### src/rtl/jtag_dmi_target.sv
// DMI target for a JTAG DTM: request handshake, debug-module registers
// and an emulated hart with a latency-modelled abstract command engine.
module jtag_dmi_target #(
   parameter int unsigned ACCESS_LATENCY = 1,
   parameter int unsigned CMD_LATENCY    = 4
) (
   input  logic        clk,
   input  logic        rst_n,
   input  logic [6:0]  dmi_addr,
   input  logic [31:0] dmi_wdata,
   input  logic [1:0]  dmi_op,
   input  logic        dmi_req_valid,
   output logic        dmi_req_ready,
   output logic [31:0] dmi_rdata,
   output logic [1:0]  dmi_resp,
   output logic        dmactive,
   output logic        ndmreset,
   output logic        halted
);

   localparam logic [6:0] A_DATA0 = 7'h04;
   localparam logic [6:0] A_DATA1 = 7'h05;
   localparam logic [6:0] A_DMCTL = 7'h10;
   localparam logic [6:0] A_DMSTS = 7'h11;
   localparam logic [6:0] A_ABSCS = 7'h16;
   localparam logic [6:0] A_CMD   = 7'h17;

   localparam logic [3:0] LAT = 4'(ACCESS_LATENCY);
   localparam logic [7:0] CLAT = 8'(CMD_LATENCY);

   typedef enum logic [1:0] {
      S_IDLE,
      S_WAIT,
      S_RESP
   } state_e;

   state_e      state_q, state_d;
   logic [3:0]  lat_q, lat_d;
   logic [6:0]  addr_q, addr_d;
   logic [1:0]  op_q, op_d;
   logic [31:0] wdata_q, wdata_d;
   logic        enter_resp;

   logic [31:0] rdata_q, rdata_d;
   logic [1:0]  resp_q, resp_d;
   logic [31:0] data0_q, data0_d;
   logic [31:0] data1_q, data1_d;
   logic        dmactive_q, dmactive_d;
   logic        ndmreset_q, ndmreset_d;
   logic        halted_q, halted_d;
   logic        resumeack_q, resumeack_d;
   logic        busy_q, busy_d;
   logic [2:0]  cmderr_q, cmderr_d;
   logic [7:0]  ccnt_q, ccnt_d;
   logic [17:0] cmd_q, cmd_d;

   logic [6:0]  cur_addr;
   logic [1:0]  cur_op;
   logic [31:0] cur_wdata;
   logic        is_rd, is_wr, blocked;
   logic [31:0] rd_val;
   logic [31:0] dmsts, abscs;

   // With zero access latency the request is served straight from the inputs.
   assign cur_addr  = (state_q == S_IDLE) ? dmi_addr  : addr_q;
   assign cur_op    = (state_q == S_IDLE) ? dmi_op    : op_q;
   assign cur_wdata = (state_q == S_IDLE) ? dmi_wdata : wdata_q;

   always_comb begin
      state_d    = state_q;
      lat_d      = lat_q;
      addr_d     = addr_q;
      op_d       = op_q;
      wdata_d    = wdata_q;
      enter_resp = 1'b0;
      case (state_q)
         S_IDLE: begin
            if (dmi_req_valid) begin
               addr_d  = dmi_addr;
               op_d    = dmi_op;
               wdata_d = dmi_wdata;
               if (ACCESS_LATENCY == 0) begin
                  state_d    = S_RESP;
                  enter_resp = 1'b1;
               end else begin
                  state_d = S_WAIT;
                  lat_d   = LAT;
               end
            end
         end
         S_WAIT: begin
            lat_d = lat_q - 4'd1;
            if (lat_q == 4'd1) begin
               state_d    = S_RESP;
               enter_resp = 1'b1;
            end
         end
         S_RESP:  state_d = S_IDLE;
         default: state_d = S_IDLE;
      endcase
   end

   assign dmsts = {14'b0, resumeack_q, resumeack_q, 4'b0,
                   ~halted_q, ~halted_q, halted_q, halted_q,
                   1'b1, 3'b0, 4'd2};
   assign abscs = {19'b0, busy_q, 1'b0, cmderr_q, 4'b0, 4'd2};

   always_comb begin
      rd_val = 32'h0;
      case (cur_addr)
         A_DATA0: rd_val = data0_q;
         A_DATA1: rd_val = data1_q;
         A_DMCTL: rd_val = {30'b0, ndmreset_q, dmactive_q};
         A_DMSTS: rd_val = dmsts;
         A_ABSCS: rd_val = abscs;
         default: rd_val = 32'h0;
      endcase
   end

   assign is_rd   = enter_resp && (cur_op == 2'd1);
   assign is_wr   = enter_resp && (cur_op == 2'd2);
   assign blocked = busy_q && ((cur_addr == A_DATA0) ||
                    (cur_addr == A_DATA1) || (cur_addr == A_CMD));

   always_comb begin
      rdata_d     = rdata_q;
      resp_d      = resp_q;
      data0_d     = data0_q;
      data1_d     = data1_q;
      dmactive_d  = dmactive_q;
      ndmreset_d  = ndmreset_q;
      halted_d    = halted_q;
      resumeack_d = resumeack_q;
      busy_d      = busy_q;
      cmderr_d    = cmderr_q;
      ccnt_d      = ccnt_q;
      cmd_d       = cmd_q;

      if (busy_q) begin
         ccnt_d = ccnt_q - 8'd1;
         if (ccnt_q == 8'd1) begin
            busy_d = 1'b0;
            if (cmd_q[17] && !cmd_q[16])
               data0_d = {16'h0, cmd_q[15:0]};
         end
      end

      if (enter_resp)
         resp_d = (cur_op == 2'd3) ? 2'd2 : 2'd0;

      if ((is_rd || is_wr) && blocked) begin
         if (cmderr_q == 3'd0)
            cmderr_d = 3'd1;
         if (is_rd)
            rdata_d = 32'h0;
      end else if (is_rd) begin
         rdata_d = rd_val;
      end else if (is_wr) begin
         if (cur_addr == A_DMCTL) begin
            dmactive_d = cur_wdata[0];
            if (dmactive_q) begin
               ndmreset_d = cur_wdata[1];
               if (cur_wdata[31]) begin
                  halted_d    = 1'b1;
                  resumeack_d = 1'b0;
               end else if (cur_wdata[30]) begin
                  halted_d    = 1'b0;
                  resumeack_d = 1'b1;
               end
            end
         end else if (dmactive_q) begin
            case (cur_addr)
               A_DATA0: data0_d = cur_wdata;
               A_DATA1: data1_d = cur_wdata;
               A_ABSCS: cmderr_d = cmderr_q & ~cur_wdata[10:8];
               A_CMD: begin
                  if (cmderr_q == 3'd0) begin
                     if (cur_wdata[31:24] != 8'd0) begin
                        cmderr_d = 3'd2;
                     end else if (!halted_q) begin
                        cmderr_d = 3'd4;
                     end else begin
                        busy_d = 1'b1;
                        ccnt_d = CLAT;
                        cmd_d  = cur_wdata[17:0];
                     end
                  end
               end
               default: ;
            endcase
         end
      end

      // An inactive debug module pins its state at reset and kills any command.
      if (!dmactive_q) begin
         data0_d     = 32'h0;
         data1_d     = 32'h0;
         ndmreset_d  = 1'b0;
         halted_d    = 1'b0;
         resumeack_d = 1'b0;
         busy_d      = 1'b0;
         cmderr_d    = 3'd0;
         ccnt_d      = 8'd0;
      end
   end

   always_ff @(posedge clk or negedge rst_n) begin
      if (!rst_n) begin
         state_q     <= S_IDLE;
         lat_q       <= 4'd0;
         addr_q      <= 7'd0;
         op_q        <= 2'd0;
         wdata_q     <= 32'h0;
         rdata_q     <= 32'h0;
         resp_q      <= 2'd0;
         data0_q     <= 32'h0;
         data1_q     <= 32'h0;
         dmactive_q  <= 1'b0;
         ndmreset_q  <= 1'b0;
         halted_q    <= 1'b0;
         resumeack_q <= 1'b0;
         busy_q      <= 1'b0;
         cmderr_q    <= 3'd0;
         ccnt_q      <= 8'd0;
         cmd_q       <= 18'd0;
      end else begin
         state_q     <= state_d;
         lat_q       <= lat_d;
         addr_q      <= addr_d;
         op_q        <= op_d;
         wdata_q     <= wdata_d;
         rdata_q     <= rdata_d;
         resp_q      <= resp_d;
         data0_q     <= data0_d;
         data1_q     <= data1_d;
         dmactive_q  <= dmactive_d;
         ndmreset_q  <= ndmreset_d;
         halted_q    <= halted_d;
         resumeack_q <= resumeack_d;
         busy_q      <= busy_d;
         cmderr_q    <= cmderr_d;
         ccnt_q      <= ccnt_d;
         cmd_q       <= cmd_d;
      end
   end

   assign dmi_req_ready = (state_q == S_RESP);
   assign dmi_rdata     = rdata_q;
   assign dmi_resp      = resp_q;
   assign dmactive      = dmactive_q;
   assign ndmreset      = ndmreset_q;
   assign halted        = halted_q;

endmodule

### config.mk
export PLATFORM = sky130hd
export DESIGN_NAME = jtag_dmi_target
export DESIGN_NICKNAME = d
export VERILOG_FILES = /design/src/rtl/jtag_dmi_target.sv
export SDC_FILE = /design/constraint.sdc
export NUM_CORES = 1
export LEC_CHECK = 0
export CORE_ASPECT_RATIO = 0.8
export CORE_MARGIN = 4
export CORE_UTILIZATION = 55
export DETAILED_ROUTE_END_ITERATION = 10
export PLACE_DENSITY = 0.77
export SYNTH_ARGS = -nofsm -noshare
export SYNTH_HDL_FRONTEND = slang
export SYNTH_SLANG_ARGS = --single-unit
### constraint.sdc
create_clock -name clk -period 4.1 [get_ports clk]
set_clock_uncertainty 0.15 [all_clocks]
set_input_delay 0.41 -clock clk [delete_from_list [all_inputs] [get_ports clk]]
set_output_delay 0.41 -clock clk [all_outputs]
set_load 0.02 [all_outputs]
==> run_results.csv, run 1 <==
group,metric,value,unit
drt,wl_met3,1724,um
placed_design,io_buffers,80,
logic_synthesis,synth_top_area_share,52.37,%
sta,finalHoldViolations,0,
floorplan,die_h,119.2,um
drt,drt-met1-wl,9257,um
power,leakage,4.365,nW
drt,top_layer_used,"met4",
final_layout,nFillCells,1128,
setup_path,endpoint_kind,"flop",
clock_tree,clockRootBuffer,"clkbuf_16",
final_layout,fin_cells,1093,
clock_tree,clk_pin_slew,0.07,ns
clock_tree,holdBufCountCts,1,
drt,drt_iter0_markers,776,
final_layout,drive_gt1_share,14.16,%
logic_synthesis,async_flop_share,100.0,%
drt,wl,20820,um
placed_design,finalWeightedCongestion,0.9460,
setup_path,worst-setup-path-type,"reg2reg",
drt,met2_length,9565,um
drt,num_vias,6573,
sta,fmaxAchievable,294.7,MHz
floorplan,ios,82,
global_route,grt_max_degree,102,
final_layout,diodes,0,
floorplan,die_area,17530,um^2
global_route,grt_pass1_vias,6676,
final_layout,regArea,4454,um^2
global_route,grt_pass1_wl,34240,um
status,status,"finished, final reports clean",
drt,drtAntennaViolNets,0,
logic_synthesis,seq_area_frac_synth,52.37,%
sta,setup_violations,0,
clock_tree,cts_tree,"yes",
placed_design,dp_cells,1060,
clock_tree,post_cts_resized,0,
logic_synthesis,synth_common_cells,"dfrtp_1, nand2_1, mux2_2",
final_layout,area_growth,18.24,%
run,maxCapViolations,0,
power,worst_ir_drop_vdd,412.2,uV
clock_tree,cts_buffers,17,
sta,relSlewSlack,25.50,%
floorplan,start_util,56.46,%
placed_design,dp_hpwl,13920,um
global_route,grt-ovfl-total,0,
setup_path,cp.arrival,3.53,ns
worst_hold_path,hold_class,"reg2reg",
final_layout,finalNetCount,918,
clock_tree,clock_sinks,178,
logic_synthesis,synth_edf_count,0,
global_route,grt_use_total,24.38,%
sta,rsz0062_at_grt,"no",
sta,slew_violations,0,
logic_synthesis,yosysMostFrequentCell,"dfrtp_1",
logic_synthesis,synth.largest_area_cell,"dfrtp_1",
floorplan,die_w,147.0,um
setup_path,startpoint_type,"flop",
sta,fin_crit,3.394,ns
global_route,antenna_found_initial,0,
drt,wire_per_inst,19.05,um
sta,fin_crit_sh,82.77,%
clock_tree,htree_levels,4,
final_layout,multi_input_area,3735,um^2
floorplan,core,15060,um^2
logic_synthesis,yosysWarnings,0,
final_layout,final_util,66.76,%
logic_synthesis,syn_nets,862,
floorplan,placementRows,40,
drt,viasPerCell,6.014,
clock_tree,clkLatencyLatePin,0.43,ns
placed_design,place_ws,0.8074,ns
clock_tree,clock_path_buffers,2,
drt,drc_errors,0,
logic_synthesis,ys_types,71,
power,total_power,6.968,mW
clock_tree,post_cts_buffers,0,
logic_synthesis,synth.avg_cell_area,10.45,um^2
power,powerDensity,692.8,nW/um^2
sta,tns,0,ns
logic_synthesis,yosys_register_bits,178,
setup_path,critical_path_required,4.23,ns
logic_synthesis,netlist_instances,814,
sta,tightest_slew,1.089,ns
setup_path,critPathMaxFanout,36,
drt,first_pass_iters,6,
logic_synthesis,synthFlopType,"dfrtp_1",
sta,worst_slack,0.7065,ns
logic_synthesis,synthTopCellsByArea,"dfrtp_1, mux2_2, nand2_1",
logic_synthesis,syn_area,8506,um^2
-- placed cells by master (no fill, tap or decap), types with 10 or more instances in the layout --
master and count:
mux2i_1 34, a22oi_1 23, mux2_2 51, nor2_1 45, o21ai_0 27, a211oi_1 32
a21oi_1 10, clkdlybuf4s50_1 79, nand2_1 146, nand3_1 32, o31ai_1 11, dfrtp_1 178
o21ai_1 42, buf_4 13, clkbuf_16 17
-- final timing paths --
path | startpoint | endpoint | slack, ns | cells after the start
min | dmi_rdata[18] | dmi_rdata[18] | 0.33 | 2
min reg2reg | dmi_rdata[18] | dmi_rdata[18] | 0.33 | 2
max in group asynchronous | rst_n | cmderr_q[2] | 2.40 | 3
max | state_q[0] | data0_q[24] | 0.71 | 6
min in group asynchronous | rst_n | lat_q[0] | 0.50 | 2
max reg2reg | state_q[0] | data0_q[24] | 0.71 | 6
-- power by group --
group	switching (mW)	leakage, nW	internal [mW]
Clock	0.698	0.298	1.00
Sequential	0.427	2.24	2.33
Combinational	1.44	1.83	1.06
-- registers in the layout (all words and copies together) (netlist names) --
register     count
halted           1
busy_q           1
dmi_resp         1
wdata_q         32
ccnt_q           8
cmderr_q         3
state_q          2
data0_q         32
data1_q         32
addr_q           7
dmi_rdata       32
cmd_q           18
ndmreset         1
lat_q            4
op_q             2
resumeack_q      1
dmactive         1
-- cells by family after synthesis --
group           synth area share [%]
compound gates                 14.06
xor+xnor                      0.8238
fa+ha+maj                     0.5884
buf+inv                        3.795
flops                          52.37
mux                            12.43
other cells                  0.04409
simple gates                   15.89
-- layer usage --
layer | GRT usage [%] | vias to the layer above
met5 | 0 | -
met4 | 7.101 | 0
met3 | 5.439 | 28
met2 | 37.04 | 295
met1 | 35.50 | 3228
li1 | - | 3022
-- metrics by stage --
step,cell area (um^2),hold slack [ns]
finish,10060,0.3321
CTS,10060,0.3380
floorplan,8506,-0.03559
detailed placement,9418,0.3229
global placement,9418,0.3153
global route,10060,0.3600
-- worst max-delay path, cell delays in order, from the launching register on --
cell and delay [ns]:
dfrtp_1 0.63, or2_1 0.73, mux2i_1 0.32, and4_1 0.33, nand3_2 0.61, nand3_1 0.36
o21ai_1 0.11
-- final cells by class --
| class | count | area share, % |
|---|---|---|
| inverters | 7 | 0.2613 |
| repair buffers | 96 | 9.443 |
| well taps | 210 | 2.613 |
| flip-flops and latches | 178 | 44.29 |
| multi-input cells | 570 | 37.14 |
| clock inverters | 13 | 1.754 |
| clock buffers | 19 | 4.504 |
No activity file was read; power rests on OpenSTA's default activity.
==> run 2: changes to the inputs <==
==> constraint.sdc (replaced) <==
create_clock -name clk -period 3.6 [get_ports clk]
set_clock_uncertainty 0.15 [all_clocks]
set_input_delay 0.36 -clock clk [delete_from_list [all_inputs] [get_ports clk]]
set_output_delay 0.36 -clock clk [all_outputs]
set_load 0.02 [all_outputs]
==> run 2 against run 1 <==
  * Hold slack worse by 0.0051 ns
  * Final cell count up 0.37%
  * Clock-buffer cell count unchanged
  * Fmax up 1.9%
  * Critical path type unchanged
  * Largest cell class unchanged
==> run_results.csv, run 2 (synthesized netlist as in run 1, its figures left out) <==
group,metric,value,unit
final_layout,layout_commonest_cell,"dfrtp_1",
drt,viasPerCell,6.084,
run,maxCapViolations,0,
sta,fin_crit_sh,92.49,%
worst_hold_path,min_to,"dmi_rdata[19]",
setup_path,critPathMaxFanout,51,
final_layout,finalNetCount,923,
global_route,antenna_found_initial,0,
global_route,grt_use_total,24.85,%
floorplan,ios,82,
floorplan,die_w,147.0,um
final_layout,area_growth,17.61,%
global_route,grt_max_degree,95,
sta,fmaxAchievable,300.3,MHz
clock_tree,clock_sinks,178,
global_route,grt-ovfl-total,0,
setup_path,critical_path_required,3.78,ns
drt,drtAntennaViolNets,0,
floorplan,start_util,56.46,%
floorplan,die_area,17530,um^2
sta,tightest_slew,1.130,ns
clock_tree,clock_path_buffers,2,
setup_path,cp.arrival,3.51,ns
worst_hold_path,hold_class,"reg2reg",
placed_design,finalWeightedCongestion,0.8897,
clock_tree,cts_tree,"yes",
final_layout,nFillCells,1135,
drt,wire_per_inst,19.36,um
sta,setup_violations,0,
floorplan,placementRows,40,
final_layout,fin_cells,1097,
drt,drc_errors,0,
clock_tree,clk_pin_slew,0.07,ns
placed_design,dp_hpwl,14200,um
sta,slew_violations,0,
floorplan,core,15060,um^2
power,leakage,4.354,nW
final_layout,drive_gt1_share,14.43,%
drt,wl,21240,um
setup_path,endpoint_kind,"flop",
setup_path,crit-reg2reg-launch,"state_q[0]",
placed_design,io_buffers,80,
final_layout,final_cell_mix,"dfrtp_1, nand2_1, clkdlybuf4s50_1",
clock_tree,htree_levels,4,
setup_path,r2r_setup_slack,0.27,ns
floorplan,die_h,119.2,um
drt,first_pass_iters,8,
worst_hold_path,hp-start,"dmi_rdata[19]",
final_layout,diodes,0,
setup_path,r2r_end,"data1_q[9]",
clock_tree,clkLatencyLatePin,0.42,ns
sta,relSlewSlack,24.63,%
status,status,"finished, final reports clean",
power,powerDensity,777.4,nW/um^2
setup_path,reg2reg_depth,7,
worst_hold_path,min_path_cells,2,
drt,drt_iter0_markers,660,
global_route,grt_pass1_wl,34760,um
setup_path,startpoint_type,"flop",
clock_tree,post_cts_buffers,0,
clock_tree,clockRootBuffer,"clkbuf_16",
clock_tree,cts_buffers,17,
placed_design,dp_cells,1065,
power,worst_ir_drop_vdd,579.0,uV
setup_path,worst-setup-path-type,"reg2reg",
sta,fin_crit,3.330,ns
drt,num_vias,6674,
sta,finalHoldViolations,0,
global_route,grt_pass1_vias,6571,
sta,tns,0,ns
sta,rsz0062_at_grt,"no",
[run 2: cell types whose count changed in the layout (fill, tap and decap cells not counted), sizes merged]
cell    change
inv         +1
bufinv      -2
buf         +5
[run 2: worst max-delay path by stage]
stage,startpoint,end,slack [ns],cells past startpoint
6_report,state_q[0],data1_q[9],0.27,7
5_1_grt,state_q[0],data1_q[12],0.13,7
4_1_cts,state_q[0],data1_q[9],0.31,6
3_5_place_dp,dmi_addr[5],data1_q[30],0.22,7
3_3_place_gp,dmi_addr[5],data1_q[30],0.28,7
2_1_floorplan,state_q[1],cmd_q[16],0.94,9
[run 2: critical path: stages (launching register included)]
cell      delay (ns)
dfrtp_1         0.56
nor2_4          0.37
buf_4           0.32
mux2i_1         0.21
and4_1          0.24
and3_2          0.95
nor2_1          0.14
a211oi_1        0.27
[run 2: stage by stage]
stage	utilization (%)	instance area (um^2)	hold WS (ns)	power (mW)	worst slack (ns)
global route	66.40	10000	0.3390	8.219	0.1259
floorplan	-	8506	-0.08559	4.916	0.9357
CTS	66.40	10000	0.3343	7.762	0.3101
detailed placement	62.68	9443	0.3197	6.003	0.2174
finish	66.40	10000	0.3270	7.777	0.2704
global placement	62.68	9443	0.3154	5.843	0.2812
[run 2: final cells by class]
type | count | area, um^2 | share of cell area, %
Sequential cell | 178 | 4454 | 44.53
Multi-Input combinational cell | 570 | 3736 | 37.35
Timing Repair Buffer | 101 | 974.7 | 9.744
Clock buffer | 19 | 442.9 | 4.428
Tap cell | 210 | 262.8 | 2.627
Clock inverter | 12 | 106.4 | 1.063
Inverter | 7 | 26.28 | 0.2627
[run 2: report_power, final]
| group | internal [mW] | switching [mW] |
|---|---|---|
| clock network | 0.969 | 0.777 |
| registers | 2.66 | 0.507 |
| logic | 1.22 | 1.64 |
| total | 4.85 | 2.93 |
[run 2: routing by layer]
layer / vias to the layer above / share of wire (%) / global-route usage, %
li1: 3020 / - / -
met1: 3332 / 45 / 35.51
met2: 292 / 46 / 38.36
met3: 30 / 8.0 / 6.276
met4: 0 / 1.1 / 6.403
met5: - / 0 / 0
[run 2: repair_timing]
action / in CTS / in global routing
setup endpoints to repair: 0 / 19
gates resized for setup: 0 / 1
hold buffers: 1 / 0
endpoints found under the hold margin: 92 / 0
